$ cat src/rtl/inst_encoder_loader.sv
// Encodes symbolic RV32I instruction records into machine words and streams them
// into instruction memory, one registered write per accepted record.
module inst_encoder_loader #(
  parameter int ADDR_W    = 10,
  parameter int MAX_WORDS = 1024
) (
  input  logic              clk,
  input  logic              rst,
  input  logic              start,
  input  logic [ADDR_W-1:0] base_addr,
  input  logic              in_valid,
  output logic              in_ready,
  input  logic [4:0]        in_kind,
  input  logic [4:0]        in_rd,
  input  logic [4:0]        in_rs1,
  input  logic [4:0]        in_rs2,
  input  logic [31:0]       in_imm,
  input  logic              in_last,
  output logic              imem_wen,
  output logic [ADDR_W-1:0] imem_addr,
  output logic [31:0]       imem_wdata,
  output logic              busy,
  output logic              done,
  output logic              err,
  output logic [ADDR_W-1:0] err_index,
  output logic [ADDR_W:0]   words_written
);

  typedef enum logic [1:0] {S_IDLE, S_LOAD, S_DONE, S_ERR} state_t;
  typedef enum logic [2:0] {F_NOP, F_R, F_I, F_SH, F_S, F_B, F_J, F_U} fmt_t;

  localparam logic [ADDR_W-1:0] ADDR_ONE = {{(ADDR_W-1){1'b0}}, 1'b1};
  localparam logic [ADDR_W:0]   CNT_ONE  = {{ADDR_W{1'b0}}, 1'b1};
  localparam logic [ADDR_W:0]   MAX_CNT  = MAX_WORDS[ADDR_W:0];

  state_t            state_q, state_d;
  logic [ADDR_W-1:0] addr_ptr_q, addr_ptr_d;
  logic [ADDR_W:0]   count_q, count_d;
  logic              wen_q, wen_d;
  logic [ADDR_W-1:0] addr_q, addr_d;
  logic [31:0]       wdata_q, wdata_d;
  logic              done_q, done_d;
  logic              err_q, err_d;
  logic [ADDR_W-1:0] err_index_q, err_index_d;

  fmt_t        fmt;
  logic [6:0]  opcode;
  logic [2:0]  funct3;
  logic [6:0]  funct7;
  logic [31:0] enc_word;
  logic        imm_ok;
  logic        fits12, fits13, fits21;
  logic [ADDR_W:0] count_inc;

  always_comb begin
    fmt    = F_NOP;
    opcode = 7'h13;
    funct3 = 3'd0;
    funct7 = 7'h00;
    case (in_kind)
      5'd1:  begin fmt = F_I;  opcode = 7'h03; funct3 = 3'd2; end
      5'd2:  begin fmt = F_S;  opcode = 7'h23; funct3 = 3'd2; end
      5'd3:  begin fmt = F_R;  opcode = 7'h33; funct3 = 3'd0; end
      5'd4:  begin fmt = F_I;  opcode = 7'h13; funct3 = 3'd0; end
      5'd5:  begin fmt = F_R;  opcode = 7'h33; funct3 = 3'd0; funct7 = 7'h20; end
      5'd6:  begin fmt = F_R;  opcode = 7'h33; funct3 = 3'd7; end
      5'd7:  begin fmt = F_R;  opcode = 7'h33; funct3 = 3'd6; end
      5'd8:  begin fmt = F_R;  opcode = 7'h33; funct3 = 3'd4; end
      5'd9:  begin fmt = F_I;  opcode = 7'h13; funct3 = 3'd7; end
      5'd10: begin fmt = F_I;  opcode = 7'h13; funct3 = 3'd6; end
      5'd11: begin fmt = F_I;  opcode = 7'h13; funct3 = 3'd4; end
      5'd12: begin fmt = F_R;  opcode = 7'h33; funct3 = 3'd1; end
      5'd13: begin fmt = F_R;  opcode = 7'h33; funct3 = 3'd5; end
      5'd14: begin fmt = F_R;  opcode = 7'h33; funct3 = 3'd5; funct7 = 7'h20; end
      5'd15: begin fmt = F_SH; opcode = 7'h13; funct3 = 3'd1; end
      5'd16: begin fmt = F_SH; opcode = 7'h13; funct3 = 3'd5; end
      5'd17: begin fmt = F_SH; opcode = 7'h13; funct3 = 3'd5; funct7 = 7'h20; end
      5'd18: begin fmt = F_R;  opcode = 7'h33; funct3 = 3'd2; end
      5'd19: begin fmt = F_R;  opcode = 7'h33; funct3 = 3'd3; end
      5'd20: begin fmt = F_I;  opcode = 7'h13; funct3 = 3'd2; end
      5'd21: begin fmt = F_I;  opcode = 7'h13; funct3 = 3'd3; end
      5'd22: begin fmt = F_B;  opcode = 7'h63; funct3 = 3'd0; end
      5'd23: begin fmt = F_B;  opcode = 7'h63; funct3 = 3'd1; end
      5'd24: begin fmt = F_B;  opcode = 7'h63; funct3 = 3'd4; end
      5'd25: begin fmt = F_B;  opcode = 7'h63; funct3 = 3'd5; end
      5'd26: begin fmt = F_B;  opcode = 7'h63; funct3 = 3'd6; end
      5'd27: begin fmt = F_B;  opcode = 7'h63; funct3 = 3'd7; end
      5'd28: begin fmt = F_J;  opcode = 7'h6F; end
      5'd29: begin fmt = F_I;  opcode = 7'h67; funct3 = 3'd0; end
      5'd30: begin fmt = F_U;  opcode = 7'h37; end
      5'd31: begin fmt = F_U;  opcode = 7'h17; end
      default: ;
    endcase
  end

  // A signed value fits in N bits when every bit above N-1 equals the sign bit.
  assign fits12 = (&in_imm[31:11]) | ~(|in_imm[31:11]);
  assign fits13 = (&in_imm[31:12]) | ~(|in_imm[31:12]);
  assign fits21 = (&in_imm[31:20]) | ~(|in_imm[31:20]);

  always_comb begin
    enc_word = 32'h0000_0013;
    imm_ok   = 1'b1;
    case (fmt)
      F_R:  enc_word = {funct7, in_rs2, in_rs1, funct3, in_rd, opcode};
      F_I:  begin
        enc_word = {in_imm[11:0], in_rs1, funct3, in_rd, opcode};
        imm_ok   = fits12;
      end
      F_SH: begin
        enc_word = {funct7, in_imm[4:0], in_rs1, funct3, in_rd, opcode};
        imm_ok   = ~(|in_imm[31:5]);
      end
      F_S:  begin
        enc_word = {in_imm[11:5], in_rs2, in_rs1, funct3, in_imm[4:0], opcode};
        imm_ok   = fits12;
      end
      F_B:  begin
        enc_word = {in_imm[12], in_imm[10:5], in_rs2, in_rs1, funct3,
                    in_imm[4:1], in_imm[11], opcode};
        imm_ok   = fits13 & ~in_imm[0];
      end
      F_J:  begin
        enc_word = {in_imm[20], in_imm[10:1], in_imm[11], in_imm[19:12], in_rd, opcode};
        imm_ok   = fits21 & ~in_imm[0];
      end
      F_U:  begin
        enc_word = {in_imm[31:12], in_rd, opcode};
        imm_ok   = ~(|in_imm[11:0]);
      end
      default: ;
    endcase
  end

  assign count_inc = count_q + CNT_ONE;

  always_comb begin
    state_d     = state_q;
    addr_ptr_d  = addr_ptr_q;
    count_d     = count_q;
    wen_d       = 1'b0;
    done_d      = 1'b0;
    addr_d      = addr_q;
    wdata_d     = wdata_q;
    err_d       = err_q;
    err_index_d = err_index_q;
    case (state_q)
      S_LOAD: begin
        if (in_valid) begin
          if (!imm_ok) begin
            state_d     = S_ERR;
            err_d       = 1'b1;
            err_index_d = count_q[ADDR_W-1:0];
          end else begin
            wen_d      = 1'b1;
            addr_d     = addr_ptr_q;
            wdata_d    = enc_word;
            addr_ptr_d = addr_ptr_q + ADDR_ONE;
            count_d    = count_inc;
            // done rides with the registered write so it pulses with the final word
            if (in_last || (count_inc == MAX_CNT)) begin
              state_d = S_DONE;
              done_d  = 1'b1;
            end
          end
        end
      end
      default: begin
        if (start) begin
          state_d     = S_LOAD;
          addr_ptr_d  = base_addr;
          count_d     = '0;
          err_d       = 1'b0;
          err_index_d = '0;
        end
      end
    endcase
  end

  always_ff @(posedge clk or posedge rst) begin
    if (rst) begin
      state_q     <= S_IDLE;
      addr_ptr_q  <= '0;
      count_q     <= '0;
      wen_q       <= 1'b0;
      addr_q      <= '0;
      wdata_q     <= '0;
      done_q      <= 1'b0;
      err_q       <= 1'b0;
      err_index_q <= '0;
    end else begin
      state_q     <= state_d;
      addr_ptr_q  <= addr_ptr_d;
      count_q     <= count_d;
      wen_q       <= wen_d;
      addr_q      <= addr_d;
      wdata_q     <= wdata_d;
      done_q      <= done_d;
      err_q       <= err_d;
      err_index_q <= err_index_d;
    end
  end

  assign in_ready      = (state_q == S_LOAD);
  assign busy          = (state_q == S_LOAD);
  assign imem_wen      = wen_q;
  assign imem_addr     = addr_q;
  assign imem_wdata    = wdata_q;
  assign done          = done_q;
  assign err           = err_q;
  assign err_index     = err_index_q;
  assign words_written = count_q;

endmodule

$ cat config.mk
export PLATFORM = sky130hd
export DESIGN_NAME = inst_encoder_loader
export DESIGN_NICKNAME = d
export VERILOG_FILES = /design/src/rtl/inst_encoder_loader.sv
export SDC_FILE = /design/constraint.sdc
export NUM_CORES = 1
export LEC_CHECK = 0
export ABC_AREA = 1
export CORE_UTILIZATION = 30
export CTS_BUF_LIST = sky130_fd_sc_hd__clkbuf_16
export DETAILED_ROUTE_END_ITERATION = 6
export GPL_ROUTABILITY_DRIVEN = 0
export GPL_TIMING_DRIVEN = 0
export PLACE_DENSITY_LB_ADDON = 0.2
export SYNTH_ARGS = -nofsm -noshare
export SYNTH_HDL_FRONTEND = slang
export SYNTH_SLANG_ARGS = --single-unit
$ cat constraint.sdc
create_clock -name clk -period 2.7 [get_ports clk]
set_clock_uncertainty 0.1 [all_clocks]
set_input_delay 0.675 -clock clk [delete_from_list [all_inputs] [get_ports clk]]
set_output_delay 0.675 -clock clk [all_outputs]
set_load 0.01 [all_outputs]
==> metrics, run 1 <==
status=completed; Clk Latency, worst-skew pair=between 0.3 and 0.4 ns; Die ar.=around 16000 um^2; hold_buf cts=0; IO Pins=approximately 140; CTS Buf Count=9; DIE WIDTH=approximately 130 um; flop2flop setup slack=0.53 ns; Syn Nets=roughly 750; DR vias=~5k; final core utilization=between 40% and 50%; Worst Path Buf+Inv=5; top cells by count, synth=218 x nand2_1, 81 x inv_1, 77 x dfrtp_1; Avg WL per Cell=about 15 um; first-pass GRT wire length=24.5 mm; CP endpoint kind=flop; Die Span Y=128 um; Pins Over Slew Limit=0; CP required=around 2.8 ns; actual slew at the worst max-slew pin=~0.83 ns; most frequent CP cell=inv_1; FP Rows=between 40 and 50; crit-path max cell delay=~0.44 ns; grt peak-use layer=met2; Pwr Density=roughly 800 nW/um^2; Inserted Diodes=0; Setup-failing EPs final=0; CP max stage cell=clkdlybuf4s50_1; DR vias/cell=4.77; Post-synth ARST share=between 90% and 100%; Post-synth EDFFs=0; layout cells sized above 1=a little over a tenth; Max Cap Violations=0; Critical Path AT=2.69 ns; starting density of the core=a little under a third; largest net degree at the start of global routing=42; fin nets=~900; top post-synthesis cells by area=dfrtp_1 40%, nand2_1 17%, o21ai_0 6.7%; Top delay family on crit path=buffers and inverters; Yosys reg bits=just under 80; Clk pin slew, worst setup/hold paths=0.06 ns; DRC viols=0; total gr overflow=0; Clock Tree Buf Depth=2; Synth Flop Type=dfrtp_1; critical path startpoint category=input port; P&R area growth vs syn=44.9%; clk root buf=clkbuf_16; setup TNS=0 ns; most frequent cell after synthesis=nand2_1; CP Max Fanout=10; Synth top area share=between 40% and 50%; Placement Setup Slack=-0.662 ns; post-layout minimum cycle time=about 2.6 ns; Synth cell types=36; Max-Slew Margin vs Limit=between 40% and 50%; VDD IR-drop max=approximately 330 uV; Tot Pwr=5480 uW; hpwl dp=approximately 12 mm; critical path cell sequence=clkdlybuf4s50_1 -> inv_1 -> nor2_4 -> inv_2 -> nor2_2 -> inv_1 -> clkbuf_1 -> a21oi_1 -> o41ai_1 -> nand2_1; cells after synthesis=slightly below 700; Hold Crit Class=reg2reg; Detailed Route WL=15.4 mm; met3 Use GR=around 3.0%; remaining antenna violation count=0; Seq/Total Area, Yosys=40.3%; Avg Cell Area, Syn=6.98 um^2; met1 usage=about a quarter; minimum hold slack=~0.38 ns; Total GRT Usage=19.4%; period utilization=95.4%; fin worst setup slack=about 0.12 ns; top cell type by total area after synthesis=dfrtp_1; antenna violations before repair=0; number of global-route vias before repair=between 4k and 5k; Initial DRC Count=389; GR Layer Usage met2=around 32%; worst setup path category=in2reg; Mapped Area=about 4800 um^2; Static Leak=about 0.0032 uW; Ys Warns=0; Pre-Repair DR Iteration Count=5; max frequency=around 390 MHz; final hold violation count=0; core area=roughly 15000 um^2; H-tree levels=3; count of buffers from port buffering=between 100 and 150; # clock sinks=77; TritonCTS clock tree=done
## per-layer routing
| layer | share of wire [%] | vias to the layer above | wire [um] |
|---|---|---|---|
| li1 | - | 2527 | - |
| met1 | 45 | 2301 | 6990 |
| met2 | 48 | 165 | 7410 |
| met3 | 4.8 | 20 | 737 |
| met4 | 2.0 | 0 | 304 |
| met5 | 0 | - | 0 |
## per-stage QoR
step                cells  cell area (um^2)
floorplan             685              4780
global placement     1030              6390
detailed placement   1031              6410
CTS                  1046              6840
global route         1051              6920
finish               1051              6920
## path summary, 6_finish.rpt
path                                               from                    endpoint  depth (start not counted)
min reg2reg                  imem_wdata[21]$_DFFE_PP0P_  imem_wdata[21]$_DFFE_PP0P_                          2
max reg2reg                words_written[0]$_DFFE_PP0P_      state_q[0]$_DFFE_PP0P_                         12
min in group asynchronous                           rst  imem_wdata[27]$_DFFE_PP0P_                          2
max                                          in_kind[4]  imem_wdata[13]$_DFFE_PP0P_                         10
min                          imem_wdata[21]$_DFFE_PP0P_  imem_wdata[21]$_DFFE_PP0P_                          2
max in group asynchronous                           rst    err_index[5]$_DFFE_PP0P_                          3
## sequential cells by signal (all words and copies together), names as in the netlist
name,count
imem_addr,10
words_written,11
err,1
done,1
state_q,2
imem_wdata,31
err_index,10
imem_wen,1
addr_ptr_q,10
## logic make-up (layout without fill, tap and decap cells)
kind of cell / after synthesis / count (layout) / synth area share, %
buffers and inverters: 113 / 268 / 10.4
XOR/XNOR: 7 / 7 / 1.28
AND/OR/NAND/NOR: 358 / 358 / 31.5
adder cells (fa/ha/maj): 2 / 2 / 0.524
AO/OA/AOI/OAI: 128 / 128 / 16.0
flip-flops: 77 / 77 / 40.3
## final cells by class
type	instances	area, um^2
Fill cell	1580	8450
Multi-Input combinational cell	495	2470
Sequential cell	77	1930
Timing Repair Buffer	140	1400
Inverter	90	342
Tap cell	211	264
Clock buffer	9	225
Buffer	23	220
Clock inverter	6	80.1
## placed cells by master, fill, tap and decap left out, types with 6 or more instances in the layout
master	synthesis	final
clkbuf_16	0	9
dfrtp_1	77	77
nor2_1	58	53
o21ai_0	64	64
nand3_1	43	40
inv_1	81	79
nor3_1	6	6
inv_2	9	11
o21ai_1	20	20
nor2_4	0	8
nand2_2	4	7
nand2_1	218	213
buf_6	6	6
nand4_1	15	15
buf_4	6	12
a31oi_1	12	12
o22ai_2	6	6
clkdlybuf4s50_1	0	130
## worst reg2reg max path, stage by stage, from the launching register on
cell     delay [ns]
dfrtp_1        0.45
ha_1           0.26
nand2_1        0.10
nor2_1         0.22
nand2_1        0.11
xor2_1         0.20
nand3_1        0.10
nor2_1         0.13
nor2_1         0.07
nand3_1        0.11
nand3_1        0.10
nand2_1        0.07
nand2_1        0.04
## power by group
group / leakage (uW) / switching, uW / total, uW / internal (uW)
Combinational: 0.00206 / 1250 / 2420 / 1170
Sequential: 0.00100 / 253 / 1790 / 1540
Clock: 0.000150 / 468 / 1260 / 795
Total: 0.00321 / 1970 / 5480 / 3500
## what timing repair did
item	4_1_cts	5_1_grt
setup buffers	0	5
endpoints found under the setup margin	78	76
resized for setup	39	22
pin swaps	3	3
(Power assumes the default switching activity.)
==> run 2, diff against run 1 <==
--- a/config.mk
+++ b/config.mk
@@ -11,6 +11,7 @@
 export DETAILED_ROUTE_END_ITERATION = 6
 export GPL_ROUTABILITY_DRIVEN = 0
 export GPL_TIMING_DRIVEN = 0
+export HOLD_SLACK_MARGIN = 0.08
 export PLACE_DENSITY_LB_ADDON = 0.2
 export SYNTH_ARGS = -nofsm -noshare
 export SYNTH_HDL_FRONTEND = slang
==> constraint.sdc (replaced) <==
create_clock -name clk -period 2.3 [get_ports clk]
set_clock_uncertainty 0.1 [all_clocks]
set_input_delay 0.575 -clock clk [delete_from_list [all_inputs] [get_ports clk]]
set_output_delay 0.575 -clock clk [all_outputs]
set_load 0.01 [all_outputs]
==> run 2 against run 1 <==
Effect of this change:
- wire length is 2.2% higher
- critical path depth is 3 higher
- utilization is 1.4 points higher
- sequential power is 17% higher
- global-route usage is 0.35 points higher
- largest cell class unchanged
- critical endpoint is now words_written[7]$_DFFE_PP0P_
- register-to-register slack worse by 0.33 ns
- count of clock-buffer cells in the layout stayed put
- sequential share of layout area is 0.82 points lower
- first-iteration DRC count is 7.7% lower
- power is 18% higher
==> metrics, run 2 (synthesis gave the netlist of run 1 again) <==
H-tree levels=3; Initial DRC Count=359; Max Cap Violations=0; max frequency=~450 MHz; most frequent cells in the layout=208 x nand2_1, 103 x clkdlybuf4s50_1, 77 x dfrtp_1, 65 x inv_1, 64 x o21ai_0; number of global-route vias before repair=roughly 4.8k; Clk Latency, worst-skew pair=0.34 ns; crit-path max cell delay=around 0.5 ns; Pwr Density=907 nW/um^2; IO Pins=between 100 and 150; fillers=roughly 1.6k; count of buffers from port buffering=between 100 and 150; Die ar.=16400 um^2; Total GRT Usage=about a fifth; Die Span Y=128 um; hold_buf cts=0; fin worst setup slack=0.0919 ns; total gr overflow=0; post-layout minimum cycle time=2.21 ns; final hold violation count=0; design area=between 7000 and 8000 um^2; CTS Buf Count=9; antenna violations before repair=0; Clock Tree Buf Depth=2; remaining antenna violation count=0; # clock sinks=77; Static Leak=between 0.003 and 0.004 uW; FP Rows=45; CP required=around 2.4 ns; critical path cell sequence=clkdlybuf4s50_1 -> nand2_1 -> nor2_2 -> nand3_1 -> nand3b_1 -> nand3_2 -> nand2_2 -> nand3_4 -> nand2_4 -> nand2_2 -> buf_8 -> buf_12 -> o22ai_2; core area=15400 um^2; CP Max Fanout=10; Worst Path Buf+Inv=3; layout cells sized above 1=around 16%; Critical Path AT=approximately 2.3 ns; DR vias=between 5k and 6k; multi-input logic area=2550 um^2; max reg flops=31; CP endpoint kind=flop; DRC viols=0; Pre-Repair DR Iteration Count=5; TritonCTS clock tree=done; Top delay family on crit path=simple AND/OR/NAND/NOR gates; VDD IR-drop max=between 400 and 500 uV; commonest non-fill, non-tap cell in the layout=nand2_1; worst setup path category=in2reg; Area after DPL=6410 um^2; Seq. cell area=1930 um^2; largest net degree at the start of global routing=42; DIE WIDTH=128 um; fin nets=915; CP max stage cell=clkdlybuf4s50_1; status=completed; Max-Slew Margin vs Limit=44.4%; clk root buf=clkbuf_16; Avg WL per Cell=around 15 um; DR vias/cell=slightly below 5; Pins Over Slew Limit=0; critical path startpoint category=input port; P&R area growth vs syn=49.3%; actual slew at the worst max-slew pin=0.833 ns; Detailed Route WL=roughly 16 mm; Placement Setup Slack=-0.962 ns; period utilization=approximately 96%; Setup-failing EPs final=0; Hold Crit Class=reg2reg; Inserted Diodes=0; starting density of the core=between 30% and 40%; Clk pin slew, worst setup/hold paths=0.06 ns; hpwl dp=~12 mm; most frequent CP cell=nand2_2; first-pass GRT wire length=24.9 mm
run 2: worst register-to-register path, cell delays in order (launching register included):
cell and delay [ns]:
dfrtp_1 0.45, ha_1 0.26, nand2_1 0.11, nor2_2 0.17, nand2_1 0.09, xor2_1 0.20
nand3_1 0.10, nor2_1 0.13, nor2_1 0.07, nand3_1 0.11, nand3_1 0.10, nand2_1 0.07
nand2_1 0.05
run 2: worst paths after layout:
path	startpoint	end	slack, ns	depth (start not counted)
min	imem_wdata[21]$_DFFE_PP0P_	imem_wdata[21]$_DFFE_PP0P_	0.38	2
max reg2reg	words_written[0]$_DFFE_PP0P_	state_q[1]$_DFFE_PP0P_	0.20	12
min in group asynchronous	rst	imem_wdata[27]$_DFFE_PP0P_	0.64	2
min reg2reg	imem_wdata[21]$_DFFE_PP0P_	imem_wdata[21]$_DFFE_PP0P_	0.38	2
max in group asynchronous	rst	err_index[5]$_DFFE_PP0P_	0.79	3
max	in_imm[30]	words_written[7]$_DFFE_PP0P_	0.09	13
run 2: cell type report:
class	instances	share of cell area, %
well taps	211	3.70
clock inverters	6	1.12
repair buffers	150	21.2
inverters	90	4.79
multi-input cells	495	35.7
flip-flops and latches	77	27.0
plain buffers	23	3.37
clock buffers	9	3.16
run 2: timing repair:
action / 4_1_cts / 5_1_grt
buffers inserted: 12 / 3
setup endpoints to repair: 79 / 76
gates resized for setup: 71 / 62
hold endpoints to repair: 0 / 0
pin swaps: 9 / 9
run 2: through the flow:
| step | hold slack, ns | total power, uW | cells | TNS [ns] | utilization (%) |
|---|---|---|---|---|---|
| 6_report | 0.377 | 6470 | 1061 | 0 | 46.4 |
| 5_1_grt | 0.403 | 6930 | 1061 | -0.0485 | 46.4 |
| 4_1_cts | 0.382 | 6480 | 1058 | 0 | 45.5 |
| 3_5_place_dp | 0.365 | 4820 | 1031 | -65.05 | 41.7 |
| 3_3_place_gp | 0.357 | 4790 | 1030 | -81.01 | 41.6 |
| 2_1_floorplan | 0.342 | 3490 | 685 | 0 | - |
run 2: report_power, final:
group / total [uW] / leakage [uW] / switching (uW) / internal, uW
registers: 2100 / 0.00100 / 296 / 1810
clock network: 1490 / 0.000150 / 555 / 934
logic: 2880 / 0.00233 / 1480 / 1390
run 2: routing by layer:
metal | vias to the layer above | GRT usage, % | wire length [um]
met5 | - | 0 | 0
li1 | 2550 | - | -
met3 | 19 | 3.05 | 816
met4 | 0 | 7.13 | 294
met1 | 2367 | 25.6 | 7070
met2 | 169 | 33.2 | 7600
